`config.mk`:
```
export PLATFORM = sky130hd
export DESIGN_NAME = esc_pwm_generator_flat
export DESIGN_NICKNAME = d
export VERILOG_FILES = /design/src/rtl/esc_pwm_generator_pkg.sv /design/src/rtl/esc_pwm_generator_if.sv /design/src/rtl/esc_pwm_generator_tick.sv /design/src/rtl/esc_pwm_generator.sv /design/src/flat_wrapper.sv
export SDC_FILE = /design/constraint.sdc
export NUM_CORES = 1
export LEC_CHECK = 0
export ABC_CLOCK_PERIOD_IN_PS = 2300
export BUFFER_PORTS_ARGS = -buffer_cell sky130_fd_sc_hd__buf_2
export CAP_MARGIN = 20
export CORE_MARGIN = 4
export CORE_UTILIZATION = 45
export DETAILED_ROUTE_END_ITERATION = 10
export PLACE_DENSITY = 0.66
export RECOVER_POWER = 25
export SKIP_LAST_GASP = 1
export SLEW_MARGIN = 20
export SYNTH_ARGS = -nofsm -noshare
export SYNTH_HDL_FRONTEND = slang
export SYNTH_SLANG_ARGS = --single-unit
```
`constraint.sdc`:
```
create_clock -name clk -period 2.3 [get_ports clk]
set_input_delay 0.46 -clock clk [delete_from_list [all_inputs] [get_ports clk]]
set_output_delay 0.46 -clock clk [all_outputs]
set_load 0.05 [all_outputs]
```
`src/rtl/esc_pwm_generator_pkg.sv`:
```
// ----------------------------------------------------------------------------
// esc_pwm_pkg
// Shared constants and helpers for the ESC PWM generator slice.
//   DUTY_MAX          : largest legal duty request (100 %)
//   STEPS_PER_FRAME   : duty steps making up one PWM frame
//   DEFAULT_IDLE_DUTY : ESC idle/neutral duty used while disarmed
//   clamp_duty()      : saturates an unsigned 8-bit request to DUTY_MAX
// ----------------------------------------------------------------------------
package esc_pwm_pkg;

   typedef logic [7:0] duty_t;
   typedef logic [6:0] step_t;

   localparam duty_t DUTY_MAX          = 8'd100;
   localparam step_t STEPS_PER_FRAME   = 7'd100;
   localparam duty_t DEFAULT_IDLE_DUTY = 8'd50;

   // Requests are plain unsigned bytes, so anything from 0x65 to 0xFF
   // saturates to full duty.
   function automatic duty_t clamp_duty(input duty_t duty);
      return (duty > DUTY_MAX) ? DUTY_MAX : duty;
   endfunction

endpackage

```
`src/rtl/esc_pwm_generator_if.sv`:
```
// ----------------------------------------------------------------------------
// esc_pwm_if
// Per-motor connection between the duty source and the PWM generator.
//   duty_in      : requested duty in % (master -> slave)
//   arm          : 1 = follow duty_in, 0 = force idle duty (master -> slave)
//   pwm_out      : registered PWM waveform to the ESC (slave -> master)
//   frame_start  : one-cycle pulse when a new frame's duty is latched
//   duty_clamped : high for the whole frame whose request exceeded 100
//   duty_active  : duty latched for the current frame (telemetry)
// The master modport belongs to the duty source, the slave modport to the
// generator.
// ----------------------------------------------------------------------------
interface esc_pwm_if;
   import esc_pwm_pkg::*;

   duty_t duty_in;
   logic  arm;
   logic  pwm_out;
   logic  frame_start;
   logic  duty_clamped;
   duty_t duty_active;

   modport master (
      output duty_in,
      output arm,
      input  pwm_out,
      input  frame_start,
      input  duty_clamped,
      input  duty_active
   );

   modport slave (
      input  duty_in,
      input  arm,
      output pwm_out,
      output frame_start,
      output duty_clamped,
      output duty_active
   );

endinterface

```
`src/rtl/esc_pwm_generator_tick.sv`:
```
// ----------------------------------------------------------------------------
// pwm_tick_divider
// Free-running prescaler producing one tick every PRESCALE clock cycles.
//   PRESCALE : clock cycles per tick, must be >= 1
//   clk      : system clock, all logic on posedge
//   rst_n    : synchronous active-low reset
//   tick     : high on the last cycle of each prescale period
// ----------------------------------------------------------------------------
module pwm_tick_divider #(
   parameter int PRESCALE = 2000
) (
   input  logic clk,
   input  logic rst_n,
   output logic tick
);

   localparam int CNT_W = (PRESCALE > 1) ? $clog2(PRESCALE) : 1;
   localparam logic [CNT_W-1:0] LAST = CNT_W'(PRESCALE - 1);

   logic [CNT_W-1:0] pre_cnt;

   // The tick cycle is also the wrap cycle, so the period is exactly
   // PRESCALE cycles with no dead cycle between periods. With PRESCALE=1
   // the counter sits at zero and tick is permanently high.
   assign tick = (pre_cnt == LAST);

   always_ff @(posedge clk) begin
      if (!rst_n) begin
         pre_cnt <= '0;
      end else if (tick) begin
         pre_cnt <= '0;
      end else begin
         pre_cnt <= pre_cnt + 1'b1;
      end
   end

endmodule

```
`src/rtl/esc_pwm_generator.sv`:
```
// ----------------------------------------------------------------------------
// esc_pwm_generator
// One ESC PWM channel: a frame of 100 duty steps, duty latched once per
// frame so the waveform never glitches, out-of-range requests clamped and
// the idle duty forced while disarmed.
//   PRESCALE  : clk cycles per duty step (frame = 100*PRESCALE cycles)
//   IDLE_DUTY : duty while disarmed and after reset
//   SLEW_STEP : max duty change per frame when slew limiting is built in
//   clk       : system clock
//   rst_n     : synchronous active-low reset
//   bus       : esc_pwm_if slave (duty_in, arm -> pwm_out, frame_start,
//               duty_clamped, duty_active)
// Build option: define ESC_PWM_SLEW_LIMIT_EN to rate-limit the latched duty
// while armed; disarming always jumps straight to IDLE_DUTY.
// ----------------------------------------------------------------------------
module esc_pwm_generator
   import esc_pwm_pkg::*;
#(
   parameter int    PRESCALE  = 2000,
   parameter duty_t IDLE_DUTY = DEFAULT_IDLE_DUTY,
   parameter duty_t SLEW_STEP = 8'd5
) (
   input  logic       clk,
   input  logic       rst_n,
   esc_pwm_if.slave   bus
);

   localparam step_t LAST_STEP = STEPS_PER_FRAME - 7'd1;

   logic  tick;
   logic  frame_end;
   logic  req_over;
   step_t step_cnt;
   duty_t duty_q;
   duty_t target;
   duty_t duty_next;
   logic  pwm_q;
   logic  frame_start_q;
   logic  clamped_q;

   pwm_tick_divider #(
      .PRESCALE (PRESCALE)
   ) u_tick_divider (
      .clk   (clk),
      .rst_n (rst_n),
      .tick  (tick)
   );

   // The tick that wraps the step counter is the frame boundary.
   assign frame_end = tick && (step_cnt == LAST_STEP);

   // Work out the duty to latch at the next boundary. Disarm takes
   // priority over any request, however large.
`ifdef ESC_PWM_SLEW_LIMIT_EN
   duty_t diff;

   always_comb begin
      req_over  = (bus.duty_in > DUTY_MAX);
      target    = bus.arm ? clamp_duty(bus.duty_in) : IDLE_DUTY;
      duty_next = target;
      diff      = '0;
      if (bus.arm) begin
         if (target > duty_q) begin
            diff = target - duty_q;
            if (diff > SLEW_STEP) begin
               duty_next = duty_q + SLEW_STEP;
            end
         end else begin
            diff = duty_q - target;
            if (diff > SLEW_STEP) begin
               duty_next = duty_q - SLEW_STEP;
            end
         end
      end
   end
`else
   always_comb begin
      req_over  = (bus.duty_in > DUTY_MAX);
      target    = bus.arm ? clamp_duty(bus.duty_in) : IDLE_DUTY;
      duty_next = target;
   end
`endif

   // Step counter, per-frame duty latch, flags and the compare register.
   // pwm_out compares the pre-edge counter, so it trails the step count
   // by one cycle but keeps exactly duty*PRESCALE high cycles per frame.
   always_ff @(posedge clk) begin
      if (!rst_n) begin
         step_cnt      <= '0;
         duty_q        <= IDLE_DUTY;
         pwm_q         <= 1'b0;
         frame_start_q <= 1'b0;
         clamped_q     <= 1'b0;
      end else begin
         if (tick) begin
            step_cnt <= frame_end ? 7'd0 : step_cnt + 7'd1;
         end
         frame_start_q <= frame_end;
         if (frame_end) begin
            duty_q    <= duty_next;
            clamped_q <= bus.arm & req_over;
         end
         pwm_q <= ({1'b0, step_cnt} < duty_q);
      end
   end

   assign bus.pwm_out      = pwm_q;
   assign bus.frame_start  = frame_start_q;
   assign bus.duty_clamped = clamped_q;
   assign bus.duty_active  = duty_q;

endmodule
```
`src/flat_wrapper.sv`:
```
// flat-port wrapper written by rule: the top's interface ports become plain ports
module esc_pwm_generator_flat import esc_pwm_pkg::*;
#(
   parameter int    PRESCALE  = 2000,
   parameter duty_t IDLE_DUTY = DEFAULT_IDLE_DUTY,
   parameter duty_t SLEW_STEP = 8'd5
)
  (clk, rst_n, bus_duty_in, bus_arm, bus_pwm_out, bus_frame_start, bus_duty_clamped, bus_duty_active);
  esc_pwm_if bus_i ();
  input  logic clk;
  input  logic rst_n;
  input wire logic [$bits(bus_i.duty_in)-1:0] bus_duty_in;
  input wire logic [$bits(bus_i.arm)-1:0] bus_arm;
  output wire logic [$bits(bus_i.pwm_out)-1:0] bus_pwm_out;
  output wire logic [$bits(bus_i.frame_start)-1:0] bus_frame_start;
  output wire logic [$bits(bus_i.duty_clamped)-1:0] bus_duty_clamped;
  output wire logic [$bits(bus_i.duty_active)-1:0] bus_duty_active;
  assign bus_i.duty_in = bus_duty_in;
  assign bus_i.arm = bus_arm;
  assign bus_pwm_out = bus_i.pwm_out;
  assign bus_frame_start = bus_i.frame_start;
  assign bus_duty_clamped = bus_i.duty_clamped;
  assign bus_duty_active = bus_i.duty_active;
  esc_pwm_generator #(.PRESCALE(PRESCALE), .IDLE_DUTY(IDLE_DUTY), .SLEW_STEP(SLEW_STEP)) u_core (.clk(clk), .rst_n(rst_n), .bus(bus_i));
endmodule
```
==> impl_metrics.tcl <==
set metrics [dict create \
    initial_core_util_pct 48.3 \
    slew_headroom_pct 60.3 \
    whs_ps 393 \
    criticalPathCategory "flip-flop to flip-flop" \
    dieArea_um2 3980 \
    r2r_start "u_core.u_tick_divider.pre_cnt[0]" \
    syn_to_final_growth_pct 13.0 \
    wl_um 2640 \
    drt_iter0_drc 31 \
    grt_pass1_wl_um 4520 \
    cts-buffers-inserted 5 \
    critPathSlowestCell "or4_1" \
    worstMarginPinSlew_ps 599 \
    synth_top_family_by_area "simple AND/OR/NAND/NOR gates" \
    synth_xor_area_share_pct 7.69 \
    grt_antenna_before_repair 0 \
    post-cts-setup-buffers 0 \
    gp_congestion 0.798 \
    synth-edff-count 0 \
    syn_inst 149 \
    layout-drive-gt1-share_pct 13.7 \
    yosysWarnings 0 \
    avgSynthCellArea_um2 9.17 \
    clock_latency_ps 310 \
    irDropWorstVdd_uv 396 \
    dp.cells 199 \
    layout_commonest_cell "dfxtp_1" \
    fin_ws_ps 453 \
    first_global_vias 1051 \
    startpoint "u_core.u_tick_divider.pre_cnt[0]" \
    post_cts_resized 0 \
    n_fill_cell 260 \
    final-setup-viol-count 0 \
    pre_cts_ws_ps 464 \
    cp_num_buf_inv 0 \
    min_path_cells 2 \
    muxShareOfSynthArea_pct 0.733 \
    hold_path_class "input port to flip-flop" \
    drc 0 \
    root_buffer "clkbuf_4" \
    synthTopCellsByArea "dfxtp_1, ha_1, xnor2_1" \
    ys.flop_type "dfxtp_1" \
    core_um2 2830 \
    cap_viol_max_count 0 \
    vias_per_cell 5.60 \
    h-tree-depth 2 \
    yosysTopAreaCellShare_pct 42.5 \
    final_net_count 194 \
    fin_cells 206 \
    syn_area_um2 1370 \
    core.rowCount 19 \
    clock_path_buffers 2 \
    track_usage_pct 14.1 \
    crit_fanout 8 \
    p_total_mw 0.857 \
    dr_total_vias 1153 \
    reg2regPathDepth 5 \
    antennaDiodeCount 0 \
    async_reset_ff_share_pct 0 \
    numPortBuffers 21 \
    place_area_um2 1500 \
    ant_nets 0 \
    fmax_mhz 541 \
    clock_skew_ps 3.40 \
    worst_setup_path_end_kind "flip-flop" \
    ys_ff_latch 29 \
    yosys.area_share.simple_pct 26.3 \
    cpPeakStageDelay_ps 530 \
    final_util_pct 54.6 \
    syn_nets 168 \
    rsz0062_at_grt "false" \
    synth-compound-area-share_pct 12.5 \
    ctsHoldBuffers 0 \
    ys_types 38 \
    final_area_um2 1540 \
    period_needed_ps 1850 \
    cts.sinks 29 \
    dr.pass1.iters 4 \
    hold_viol 0 \
    crit_cells 5 \
    ys_seq_area_share_pct 42.5 \
    cts_tree "done" \
    powerDensity_nw_per_um2 555 \
    detail_route.wl_per_cell_um 12.8 \
    dp_hpwl_um 2040 \
    tns_ps 0 \
    cp.required_ps 2540 \
    slew_violations 0 \
    holdCritStartpoint "bus_duty_in[0]" \
    grt_start_max_net_pins 10 \
    io_pins 22 \
    die_width_um 63.1 \
    startpoint_type "flip-flop" \
    crit_arrival_ps 2090 \
    outcome "completed" \
    crit_family "simple AND/OR/NAND/NOR gates" \
    leakage_nw 0.623 \
    synthAdderAreaFrac_pct 7.33 \
    layout_common_cells "dfxtp_1, nor2_1, buf_2" \
    die_y_um 63.1 \
    clk_pin_slew_ps 90 \
    overflow 0 \
    path_cells "ha_1 > and3_1 > nand3_4 > or4_1 > a21oi_1" \
    fin_crit_sh_pct 80.3 \
    synth_largest_area_cell "dfxtp_1" \
]
==> cell usage after synthesis (2+ instances only) <==
cell	number
a21oi_1	7
a22o_1	5
a22oi_1	2
a31oi_1	2
and3_1	3
and4_1	2
dfxtp_1	29
ha_1	8
inv_1	8
nand2_1	12
nand3_1	6
nand4_1	2
nor2_1	19
nor3_1	3
nor4_1	2
o21ai_0	4
o31ai_1	2
or3_1	2
or4_1	2
xnor2_1	9
xor2_1	3
==> routing by layer <==
layer | vias to the layer above | share of wire (%) | global-route usage [%]
met1 | 533 | 49 | 17.7
li1 | 586 | - | -
met4 | 0 | 0.68 | 4.96
met5 | - | 0 | 0
met2 | 32 | 43 | 21.7
met3 | 2 | 6.9 | 5.86
==> report_power, final <==
part | internal [mW] | total, mW | leakage (nW) | switching, mW
clock | 0.144 | 0.306 | 0.0314 | 0.162
combinational | 0.0154 | 0.0398 | 0.357 | 0.0244
sequential | 0.507 | 0.512 | 0.235 | 0.00456
==> kinds of logic (layout without fill, tap and decap cells) <==
group | after synthesis | count (layout)
DFF | 29 | 29
xor gates and xnor gates | 12 | 12
adders and majority gates | 8 | 8
AOI/OAI and AO/OA | 26 | 26
and+or+nand+nor | 63 | 63
muxes | 1 | 1
buffers and inverters | 10 | 36
==> worst paths after layout <==
path / endpoint / slack [ps]
worst max-delay path: u_core.step_cnt[5] / 450
worst min-delay path: u_core.bus.duty_active[0] / 390
worst max register to register: u_core.step_cnt[5] / 450
worst min register to register: u_core.u_tick_divider.pre_cnt[0] / 480
==> registers in the layout, indices dropped and copies added, names as in the netlist <==
register and flops:
u_core.u_tick_divider.pre_cnt 11, u_core.bus.duty_active 8, u_core.step_cnt 7, u_core.bus.duty_clamped 1, u_core.bus.frame_start 1, u_core.bus.pwm_out 1
==> final cells by class <==
type	instances	area (µm²)	area share, %
multi-input combinational	110	744	48.2
sequential	29	581	37.6
timing repair buffer	21	95.1	6.16
clock buffer	7	55.1	3.57
tap	31	38.8	2.51
inverter	8	30.0	1.94
No activity file was read; power rests on OpenSTA's default activity.
